===== src/rtl/wptr_full_if.sv =====
// wptr_full_if: write-side bus of the async FIFO write pointer block.
// Ports (signals): winc, wovf_clr, wq2_rptr flow into the pointer block;
//   waddr, wptr, wfull, walmost_full, wcount, woverflow flow back out.
//   slave modport is the pointer block, master modport is the write-side client.
interface wptr_full_if #(
    parameter int ADDRSIZE = 9
);
    logic                winc;
    logic                wovf_clr;
    logic [ADDRSIZE:0]   wq2_rptr;
    logic [ADDRSIZE-1:0] waddr;
    logic [ADDRSIZE:0]   wptr;
    logic                wfull;
    logic                walmost_full;
    logic [ADDRSIZE:0]   wcount;
    logic                woverflow;
    modport slave (
        input  winc, wovf_clr, wq2_rptr,
        output waddr, wptr, wfull, walmost_full, wcount, woverflow
    );
    modport master (
        output winc, wovf_clr, wq2_rptr,
        input  waddr, wptr, wfull, walmost_full, wcount, woverflow
    );
endinterface


===== src/rtl/wptr_full.sv =====
// wptr_full: write-domain pointer, full/almost-full, fill level and sticky overflow for an async FIFO.
// Ports: wclk write clock; wrst_n async active-low reset;
//   bus (slave): winc, wovf_clr, wq2_rptr (synchronized Gray read pointer) in;
//   waddr, wptr (Gray), wfull, walmost_full, wcount, woverflow out.
module wptr_full #(
    parameter int ADDRSIZE     = 9,
    parameter int AFULL_MARGIN = 4
) (
    input logic        wclk,
    input logic        wrst_n,
    wptr_full_if.slave bus
);
    localparam int PW    = ADDRSIZE + 1;
    localparam int DEPTH = 1 << ADDRSIZE;
    localparam logic [ADDRSIZE:0] AF_LEVEL = PW'(DEPTH - AFULL_MARGIN);

    logic              wen;
    logic [ADDRSIZE:0] rbin;
    logic [ADDRSIZE:0] wbin_q, wbin_d;
    logic [ADDRSIZE:0] wptr_q, wptr_d;
    logic [ADDRSIZE:0] wcount_q, wcount_d;
    logic              wfull_q, wfull_d;
    logic              walmost_full_q, walmost_full_d;
    logic              woverflow_q, woverflow_d;

    always_comb begin
        wen  = bus.winc & ~wfull_q;
        rbin = '0;
        // Gray-to-binary: each binary bit is the XOR of all Gray bits at and above it
        for (int i = 0; i <= ADDRSIZE; i++) rbin[i] = ^(bus.wq2_rptr >> i);
        wbin_d         = wbin_q + PW'(wen);
        wptr_d         = (wbin_d >> 1) ^ wbin_d;
        wcount_d       = wbin_d - rbin;
        // full when the pointers differ only in the wrap bit: in Gray that flips the top two bits
        wfull_d        = wptr_d == {~bus.wq2_rptr[ADDRSIZE:ADDRSIZE-1], bus.wq2_rptr[ADDRSIZE-2:0]};
        walmost_full_d = wcount_d >= AF_LEVEL;
        woverflow_d    = (bus.winc & wfull_q) ? 1'b1 : (bus.wovf_clr ? 1'b0 : woverflow_q);
    end

    always_ff @(posedge wclk or negedge wrst_n) begin
        if (!wrst_n) begin
            wbin_q         <= '0;
            wptr_q         <= '0;
            wcount_q       <= '0;
            wfull_q        <= 1'b0;
            walmost_full_q <= 1'b0;
            woverflow_q    <= 1'b0;
        end else begin
            wbin_q         <= wbin_d;
            wptr_q         <= wptr_d;
            wcount_q       <= wcount_d;
            wfull_q        <= wfull_d;
            walmost_full_q <= walmost_full_d;
            woverflow_q    <= woverflow_d;
        end
    end

    assign bus.waddr        = wbin_q[ADDRSIZE-1:0];
    assign bus.wptr         = wptr_q;
    assign bus.wcount       = wcount_q;
    assign bus.wfull        = wfull_q;
    assign bus.walmost_full = walmost_full_q;
    assign bus.woverflow    = woverflow_q;
endmodule

===== src/flat_wrapper.sv =====
// flat-port wrapper written by rule: the top's interface ports become plain ports
module wptr_full_flat 
#(
    parameter int ADDRSIZE     = 9,
    parameter int AFULL_MARGIN = 4
)
  (wclk, wrst_n, bus_winc, bus_wovf_clr, bus_wq2_rptr, bus_waddr, bus_wptr, bus_wfull, bus_walmost_full, bus_wcount, bus_woverflow);
  wptr_full_if #(.ADDRSIZE(ADDRSIZE)) bus_i ();
  input logic wclk;
  input logic wrst_n;
  input wire logic [$bits(bus_i.winc)-1:0] bus_winc;
  input wire logic [$bits(bus_i.wovf_clr)-1:0] bus_wovf_clr;
  input wire logic [$bits(bus_i.wq2_rptr)-1:0] bus_wq2_rptr;
  output wire logic [$bits(bus_i.waddr)-1:0] bus_waddr;
  output wire logic [$bits(bus_i.wptr)-1:0] bus_wptr;
  output wire logic [$bits(bus_i.wfull)-1:0] bus_wfull;
  output wire logic [$bits(bus_i.walmost_full)-1:0] bus_walmost_full;
  output wire logic [$bits(bus_i.wcount)-1:0] bus_wcount;
  output wire logic [$bits(bus_i.woverflow)-1:0] bus_woverflow;
  assign bus_i.winc = bus_winc;
  assign bus_i.wovf_clr = bus_wovf_clr;
  assign bus_i.wq2_rptr = bus_wq2_rptr;
  assign bus_waddr = bus_i.waddr;
  assign bus_wptr = bus_i.wptr;
  assign bus_wfull = bus_i.wfull;
  assign bus_walmost_full = bus_i.walmost_full;
  assign bus_wcount = bus_i.wcount;
  assign bus_woverflow = bus_i.woverflow;
  wptr_full #(.ADDRSIZE(ADDRSIZE), .AFULL_MARGIN(AFULL_MARGIN)) u_core (.wclk(wclk), .wrst_n(wrst_n), .bus(bus_i));
endmodule

===== config.mk =====
export PLATFORM = sky130hd
export DESIGN_NAME = wptr_full_flat
export DESIGN_NICKNAME = d
export VERILOG_FILES = /design/src/rtl/wptr_full_if.sv /design/src/rtl/wptr_full.sv /design/src/flat_wrapper.sv
export SDC_FILE = /design/constraint.sdc
export NUM_CORES = 1
export LEC_CHECK = 0
export BUFFER_PORTS_ARGS = -buffer_cell sky130_fd_sc_hd__buf_2
export CORE_MARGIN = 2
export CORE_UTILIZATION = 45
export CTS_CLUSTER_SIZE = 30
export DETAILED_ROUTE_END_ITERATION = 7
export PLACE_DENSITY = 0.69
export SETUP_SLACK_MARGIN = 0.05
export SLEW_MARGIN = 40
export SYNTH_ARGS = -nofsm -noshare
export SYNTH_HDL_FRONTEND = slang
export SYNTH_SLANG_ARGS = --single-unit
export TNS_END_PERCENT = 50

===== constraint.sdc =====
create_clock -name wclk -period 7 [get_ports wclk]
set_clock_uncertainty 0.2 [all_clocks]
set_input_delay 1.05 -clock wclk [delete_from_list [all_inputs] [get_ports wclk]]
set_output_delay 1.05 -clock wclk [all_outputs]
set_load 0.02 [all_outputs]

; ---- Yosys cells after proc, flatten, opt, wreduce, memory -nomap -nowiden
; Index checks and enable logic that the tools add are counted.
[classes]
n_eq_ne = 1
add_sub_neg = 2
bitwise_logic = 5
muxes = 2
reduce_logical = 11
order_cmp = 1
[op_table]
columns = cell, count
row1 = $reduce_xor 10->1, 10
row2 = $add 10x1->10, 1
row3 = $eq 10x10->1, 1
row4 = $ge 10x9->1 const B, 1
row5 = $sub 10x10->10, 1
row6 = $xor 9x10->10, 1
row7 = $and 1x1->1, 2
row8 = $mux 1, 2
row9 = $not 2->2, 1
row10 = $reduce_bool 2->1, 1
row11 = $not 1->1, 1
[totals]
output_inout_bits = 32
input_bits = 14
regBits = 33
elab_cells = 28

; ---- Logic depth before layout (Yosys ltp)
; Gate-level depths: netlist of the first run.
[logic_depth]
ltp_word = 5
mapped_depth = 15
ltp_nobuf = 14

; ---- Worst setup path before layout of the first run
; OpenSTA, ideal clock, no wires.
[synth_path]
path_kind = input to register
from = input bus_wq2_rptr[7]
to = register u_core.walmost_full_q, in the netlist u_core.bus.walmost_full
setup_time_ns = 0.066
slack_ns = 2.762
arrival_time_ns = 3.971
required_ns = 6.734
stages = 13
path_cell_list = xnor3_2 -> xnor3_2 -> xnor3_1 -> xnor2_1 -> ha_1 -> inv_1 -> ha_1 -> o211a_1 -> o31ai_1 -> a21oi_1 -> o21a_1 -> o311ai_1 -> a41o_1
[synth_via]
elab_chain_len = 3
word_cells_on_any_way = 10
classes_between = add/sub (1) / order compare (1) / reduce/logical (8)
[synth_rtl]
columns = element, line
row1 = start: declaration, flat_wrapper.sv:13  ; input wire logic [$bits(bus_i.wq2_rptr)-1:0] bus_wq2_rptr;
row2 = $reduce_xor 10->1, wptr_full.sv:30  ; for (int i = 0; i <= ADDRSIZE; i++) rbin[i] = ^(bus.wq2_rptr >> i);
row3 = $sub 10x10->10 *, wptr_full.sv:33  ; wcount_d = wbin_d - rbin;
row4 = via u_core.wcount_d[8], wptr_full.sv:21  ; logic [ADDRSIZE:0] wcount_q, wcount_d;
row5 = $ge 10x9->1 *, wptr_full.sv:36  ; walmost_full_d = wcount_d >= AF_LEVEL;
row6 = via u_core.walmost_full_d, wptr_full.sv:23  ; logic walmost_full_q, walmost_full_d;
row7 = end signal: assignment, wptr_full.sv:53  ; walmost_full_q <= walmost_full_d;
row8 = end: declaration, wptr_full.sv:23
; Mark *: on every way through the listed nets, which the timed path passes. The rest lies on a longest branch.
; A chain may end at the register's enable or synchronous reset.

; ---- Worst setup path in the final report of the first run
; Ends and elaborated chain as after synthesis.

==> flow_summary.yaml, run 1 <==
status:
  outcome: "finished clean"
clock_tree:
  holdBufCountCts: 0
  cts_setup_buffers: 0
  clk_latency_ns: 0.29
  h-tree-depth: 2
  cts_sinks: 32
  cts_resized: 0
  cts_root_buf: "clkbuf_8"
  clk_pin_slew_worst_paths_ns: 0.07
  cts_buffers: 5
  clockBufferDepth: 2
  cts_tree: "done"
worst_setup_path:
  reg2reg_depth: 13
  critPathMaxStageDelay_ns: 0.47
  critical_path_class: "primary input to register"
  worstPathArrival_ns: 4.32
  end_kind: "register"
  cp.depth: 14
  critPathBufInv: 2
  crit_required_ns: 7.03
  cp_cell_sequence: "buf_2 > xnor3_2 > xnor3_2 > xnor3_1 > xnor2_1 > ha_1 > inv_1 > ha_1 > o211a_1 > o31ai_1 > a21oi_1 > o21a_1 > o311ai_1 > a41o_1"
  cp_slowest_cell: "xnor3_2"
  cp-start-kind: "primary input"
  critPathMaxFanout: 6
  path_delay_family: "compound AO/OA/AOI/OAI gates"
placed_design:
  gp_congestion: 0.821
  dp_slack_ns: 2.41
  port_buffers: 45
  dp_hpwl_mm: 3.12
sta:
  setup_ws_ns: 2.71
  tns_ns: 0
  fin_crit_ns: 4.29
  fmax_mhz: 233
  hold_viol_final: 0
  relSlewSlack_pct: 54.5
  slew_viol_final: 0
  setup_viol: 0
  finalCritPeriodShare_pct: 61.3
  worst_slew_pin_slew_ns: 0.682
  rsz0062_at_grt: "false"
global_routing:
  overflow: 0
  antenna_found_initial: 0
  grt_pass1_vias: 1371
  grt_pass1_wl_mm: 6.64
  gr-usage-all-layers_pct: 17.9
  grt_max_degree: 33
min_path:
  hold_path_depth: 2
  hold_class: "register to register"
die:
  coreArea_mm2: 0.00429
  dieArea_mm2: 0.00493
  row_count: 24
  start_util_pct: 45.9
  die_w_um: 70.2
  pin_count: 46
  die_y_um: 70.2
finish:
  final_nets: 257
  final_common_cell: "buf_2"
  fill_cells: 403
  postLayoutCoreUtil_pct: 55.1
  drive_gt1_share_pct: 27.5
  multiInputGateArea_mm2: 0.00110
  insertedDiodeCount: 0
  areaGrowthSynthToFinish_pct: 20.0
  seqCellArea_um2: 801
  mostFrequentLayoutCells: "45 x buf_2, 32 x dfrtp_1, 21 x xnor2_1"
logic_synthesis:
  syn-num-nets: 206
  synth_edf_count: 0
  yosys_warnings: 0
  synth.avg_cell_area_um2: 10.9
  synth_area_mm2: 0.00197
  async_flop_share_pct: 100
  yosys.cell_types.count: 43
  synth-main-ff-cell: "dfrtp_1"
  synth_cells: 181
  synth-seq-cells: 32
  ys_seq_area_share_pct: 40.6
routing:
  wl_met1_mm: 1.77
  drt_wl_total_mm: 3.99
  dr_wl_met3_um: 215
  first_iter_violations: 87
  top_layer: "met4"
  vias: 1479
  remaining_drc_errors: 0
  first_pass_iters: 5
  wl_per_cell_um: 14.0
  ant_nets: 0
  route.met2.wl_mm: 1.94
  viasPerCell: 5.19
pwr:
  p_total_uw: 1190
  p_leak_uw: 0.00123
  pwr_density_cell_mw_per_mm2: 504
  vdd_drop_max_v: 0.000202
job:
  maxCapViolations: 0
==> final cells by class <==
cell class,instances,area share (%)
clock buffers,6,3.07
clock inverters,2,1.48
inverters,18,2.86
multi-input cells,130,46.5
flip-flops and latches,32,33.8
well taps,52,2.75
repair buffers,45,9.52
==> Yosys cell counts (2+ instances only) <==
library cell	count	area, µm²
dfrtp_1	32	801
xnor2_1	21	184
xor2_1	20	175
inv_1	16	60.1
ha_1	11	138
nand2_1	11	41.3
nand3_1	6	30.0
nor3_1	6	30.0
a21oi_1	5	25.0
nand4_1	4	25.0
nor2_1	3	11.3
o21a_1	3	22.5
o21ai_0	3	15.0
xnor3_2	3	71.3
a21o_1	2	15.0
and3_1	2	12.5
and4_1	2	17.5
inv_2	2	7.51
nand2b_1	2	12.5
o31ai_1	2	15.0
or2_2	2	12.5
xnor3_1	2	45.0
==> per-stage QoR <==
step	hold slack (ns)	area [µm²]	instances
3_3_place_gp	0.313	2260	277
3_5_place_dp	0.321	2260	277
6_report	0.322	2370	285
5_1_grt	0.378	2370	285
2_1_floorplan	0.394	1970	181
4_1_cts	0.332	2370	285
==> worst reg2reg max path, delay by kind of cell, from the launching register on <==
family | cells | cell delay [ns]
fa+ha+maj | 2 | 0.64
xor+xnor | 1 | 0.46
compound gates | 5 | 1.11
simple gates | 3 | 0.36
flops | 1 | 0.40
buf+inv | 2 | 0.24
==> power breakdown <==
part / internal, µW / total [µW] / switching (µW)
registers: 262 / 296 / 34.4
clock network: 106 / 175 / 69.9
logic: 295 / 720 / 425
==> sequential cells by signal, summed over array words and instances (netlist names) <==
name and count:
u_core.bus.woverflow 1, u_core.bus.walmost_full 1, u_core.wbin_q 10, u_core.bus.wptr 9, u_core.bus.wcount 10, u_core.bus.wfull 1
==> per-layer routing <==
layer | global-route usage [%] | vias up
li1 | - | 730
met4 | 8.12 | 0
met2 | 28.5 | 42
met1 | 22.5 | 699
met3 | 5.19 | 8
met5 | 0 | -
==> logic make-up (layout without fill, tap and decap cells) <==
group	count (synthesis)	after routing	share of synthesized area, %
adders and majority gates	11	11	6.98
and+or+nand+nor	40	40	10.4
AOI/OAI and AO/OA	30	30	12.2
buffers and inverters	19	71	3.62
muxes	2	2	1.27
DFF	32	32	40.6
xor gates and xnor gates	47	47	24.9
==> final timing paths <==
check                                           from                 endpoint  slack, ns
min in group asynchronous                     wrst_n         u_core.wbin_q[0]       0.60
max in group asynchronous                     wrst_n     u_core.bus.wcount[3]       5.56
worst min-delay path            u_core.bus.woverflow     u_core.bus.woverflow       0.32
worst max register to register      u_core.bus.wfull  u_core.bus.walmost_full       3.53
worst max-delay path                 bus_wq2_rptr[7]  u_core.bus.walmost_full       2.71
worst min register to register  u_core.bus.woverflow     u_core.bus.woverflow       0.32
Note: power is estimated with default switching activity, not from simulation.
==> inputs of run 2 (changes only) <==
ABC_AREA = 1   (was unset)
PLACE_DENSITY = 0.68   (was 0.69)
clock period = 4.21 ns   (was 7 ns; I/O delays follow)
==> run 2 against run 1 <==
Net effect:
- synthesized area grew 12%
- first-iteration DRC count grew 34%
- die area grew 11%
- non-clock buffer count is the same
- routed wire length grew 18%
- final cell count grew 41%
- critical path depth grew 5
- via count grew 26%
- setup slack lost 1.6 ns
- count of clock-buffer cells in the layout is the same
==> flow_summary.yaml, run 2 <==
placed_design:
  gp_congestion: 0.869
  dp_hpwl_mm: 3.85
  placed_cell_area_mm2: 0.00252
  dp_slack_ns: 0.837
  port_buffers: 45
pwr:
  p_leak_uw: 0.00145
  p_seq_share_pct: 25.1
  switching_share_pct: 48.3
  internal-power_uw: 1030
  p_comb_share_pct: 60.5
  p_sw_uw: 966
  vdd_drop_max_v: 0.000233
  pwr_density_cell_mw_per_mm2: 761
  clkPwrFrac_pct: 14.4
sta:
  tns_ns: 0
  setup_ws_ns: 1.12
  slew_viol_final: 0
  worst_slew_pin_slew_ns: 0.692
  rsz0062_at_grt: "false"
  hold_viol_final: 0
  fin_crit_ns: 3.09
  finalCritPeriodShare_pct: 73.4
  setup_viol: 0
  hold_slack_ns: 0.183
  fmax_mhz: 324
  relSlewSlack_pct: 53.8
logic_synthesis:
  synth_compound_area_share_pct: 4.82
  synth_cells: 282
  synth-seq-cells: 32
  muxShareOfSynthArea_pct: 0
  synth.avg_cell_area_um2: 7.83
  synth_top_area_cell: "dfrtp_1"
  ys_seq_area_share_pct: 36.3
  synthXorXnorAreaFrac_pct: 14.1
  yosys.cell_types.count: 33
  synth_top_family_by_area: "simple AND/OR/NAND/NOR gates"
  yosys_warnings: 0
  synth-main-ff-cell: "dfrtp_1"
  synth_edf_count: 0
  synth_area_mm2: 0.00221
  async_flop_share_pct: 100
  synth-simple-area-share_pct: 31.7
  synth_fa_ha_area_share_pct: 6.23
  syn-num-nets: 307
  synthTopCellsByCount: "92 x nand2_1, 35 x inv_1, 32 x dfrtp_1"
  synth_area_leaders: "dfrtp_1 36%, nand2_1 16%, xor2_1 7.9%, ha_1 6.2%, inv_1 5.9%"
  yosys.area.top_type_share_pct: 36.3
  yosysMostFrequentCell: "nand2_1"
clock_tree:
  cts_setup_buffers: 0
  cts_buffers: 5
  cts_sinks: 32
  h-tree-depth: 2
  cts_resized: 0
  clk_pin_slew_worst_paths_ns: 0.07
  holdBufCountCts: 0
  clockBufferDepth: 2
  clk_latency_ns: 0.28
  cts_root_buf: "clkbuf_8"
  cts_tree: "done"
die:
  dieArea_mm2: 0.00548
  row_count: 25
  pin_count: 46
  start_util_pct: 46.8
  die_y_um: 74.1
  die_w_um: 74.1
  coreArea_mm2: 0.00472
global_routing:
  overflow: 0
  grt_max_degree: 33
  grt_pass1_vias: 1729
  grt_pass1_wl_mm: 7.89
  antenna_found_initial: 0
  gr-usage-all-layers_pct: 19.3
finish:
  drive_gt1_share_pct: 26.3
  insertedDiodeCount: 0
  final_nets: 359
  mostFrequentLayoutCells: "92 x nand2_1, 45 x buf_2, 35 x inv_1"
  postLayoutCoreUtil_pct: 55.6
  fin_area_mm2: 0.00263
  final_common_cell: "nand2_1"
  fill_cells: 443
  areaGrowthSynthToFinish_pct: 18.9
worst_setup_path:
  critPathMaxStageDelay_ns: 0.34
  cp_slowest_cell: "ha_1"
  cp_cell_sequence: "buf_2 > inv_1 > nor2_1 > ha_1 > ha_1 > nand2_1 > nor2_1 > nand2_1 > nor2_1 > xor2_1 > inv_1 > ha_1 > inv_1 > nor3_1 > nand2_1 > nand2_1 > nand2_1 > nand2_1 > nand2_1"
  cp-start-kind: "primary input"
  end_kind: "register"
  path_delay_family: "simple AND/OR/NAND/NOR gates"
  crit_top_cell: "nand2_1"
  critPathBufInv: 4
  startpoint: "bus_winc"
  crit_required_ns: 4.19
  r2r_start: "u_core.bus.wfull"
  critical_path_class: "primary input to register"
  critPathMaxFanout: 3
  worstPathArrival_ns: 3.06
routing:
  first_pass_iters: 5
  ant_nets: 0
  viasPerCell: 4.65
  vias: 1870
  drt_wl_total_mm: 4.72
  first_iter_violations: 117
  wl_per_cell_um: 11.7
  remaining_drc_errors: 0
status:
  outcome: "finished clean"
min_path:
  hold_class: "primary input to async pin"
job:
  maxCapViolations: 0
-- run 2: changes by cell type in the layout (fill, tap and decap cells not counted), moves of 3 or more --
cell,delta
xnor3_2,-3
nor3_1,-4
nor2_1,+7
nand3_2,+4
nand4_1,-3
nand2_2,+13
nand3b_1,+3
inv_2,+4
nand3_1,+10
inv_1,+19
nand2_1,+81
xnor2_1,-13
xor2_2,+3
-- run 2: layout make-up --
cell class | instances | area [µm²] | share of cell area [%]
Clock buffer | 6 | 72.6 | 2.76
Timing Repair Buffer | 45 | 225 | 8.58
Multi-Input combinational cell | 209 | 1250 | 47.8
Clock inverter | 2 | 35.0 | 1.33
Sequential cell | 32 | 801 | 30.5
Tap cell | 67 | 83.8 | 3.19
Inverter | 41 | 154 | 5.86
-- run 2: logic make-up after synthesis --
kind of cell	Yosys count
AOI/OAI and AO/OA	16
buffers and inverters	41
DFF	32
xor gates and xnor gates	32
adders and majority gates	11
and+or+nand+nor	150
-- run 2: stage by stage --
step,total power (µW),std cells
after global placement,1700,394
after detailed placement,1710,394
after CTS,2020,402
final,2000,402
after global routing,2180,402
after floorplan,1400,282
-- run 2: path summary, 6_finish.rpt --
path | endpoint | slack, ns | cells after the start
setup / recovery | u_core.bus.walmost_full | 1.12 | 19
hold / removal | u_core.bus.wptr[6] | 0.18 | 1
setup reg to reg | u_core.bus.walmost_full | 1.17 | 17
hold reg to reg | u_core.bus.woverflow | 0.30 | 2
max in group asynchronous | u_core.bus.wcount[4] | 3.17 | 1
min in group wclk | u_core.bus.woverflow | 0.30 | 2
-- run 2: power by group through the flow --
stage	Clock [µW]	Combinational, µW	Sequential [µW]
after global placement	0	1190	505
after detailed placement	0	1200	508
after global routing	309	1360	516
after floorplan	0	728	670
after CTS	298	1220	503
final	289	1210	501
-- run 2: metal layers --
| layer | track usage [%] | vias to the layer above | routed length [µm] |
|---|---|---|---|
| met1 | 25.7 | 855 | 2260 |
| met2 | 31.3 | 38 | 2220 |
| met5 | 0 | - | 0 |
| li1 | - | 973 | - |
| met4 | 7.88 | 0 | 53 |
| met3 | 3.25 | 4 | 186 |
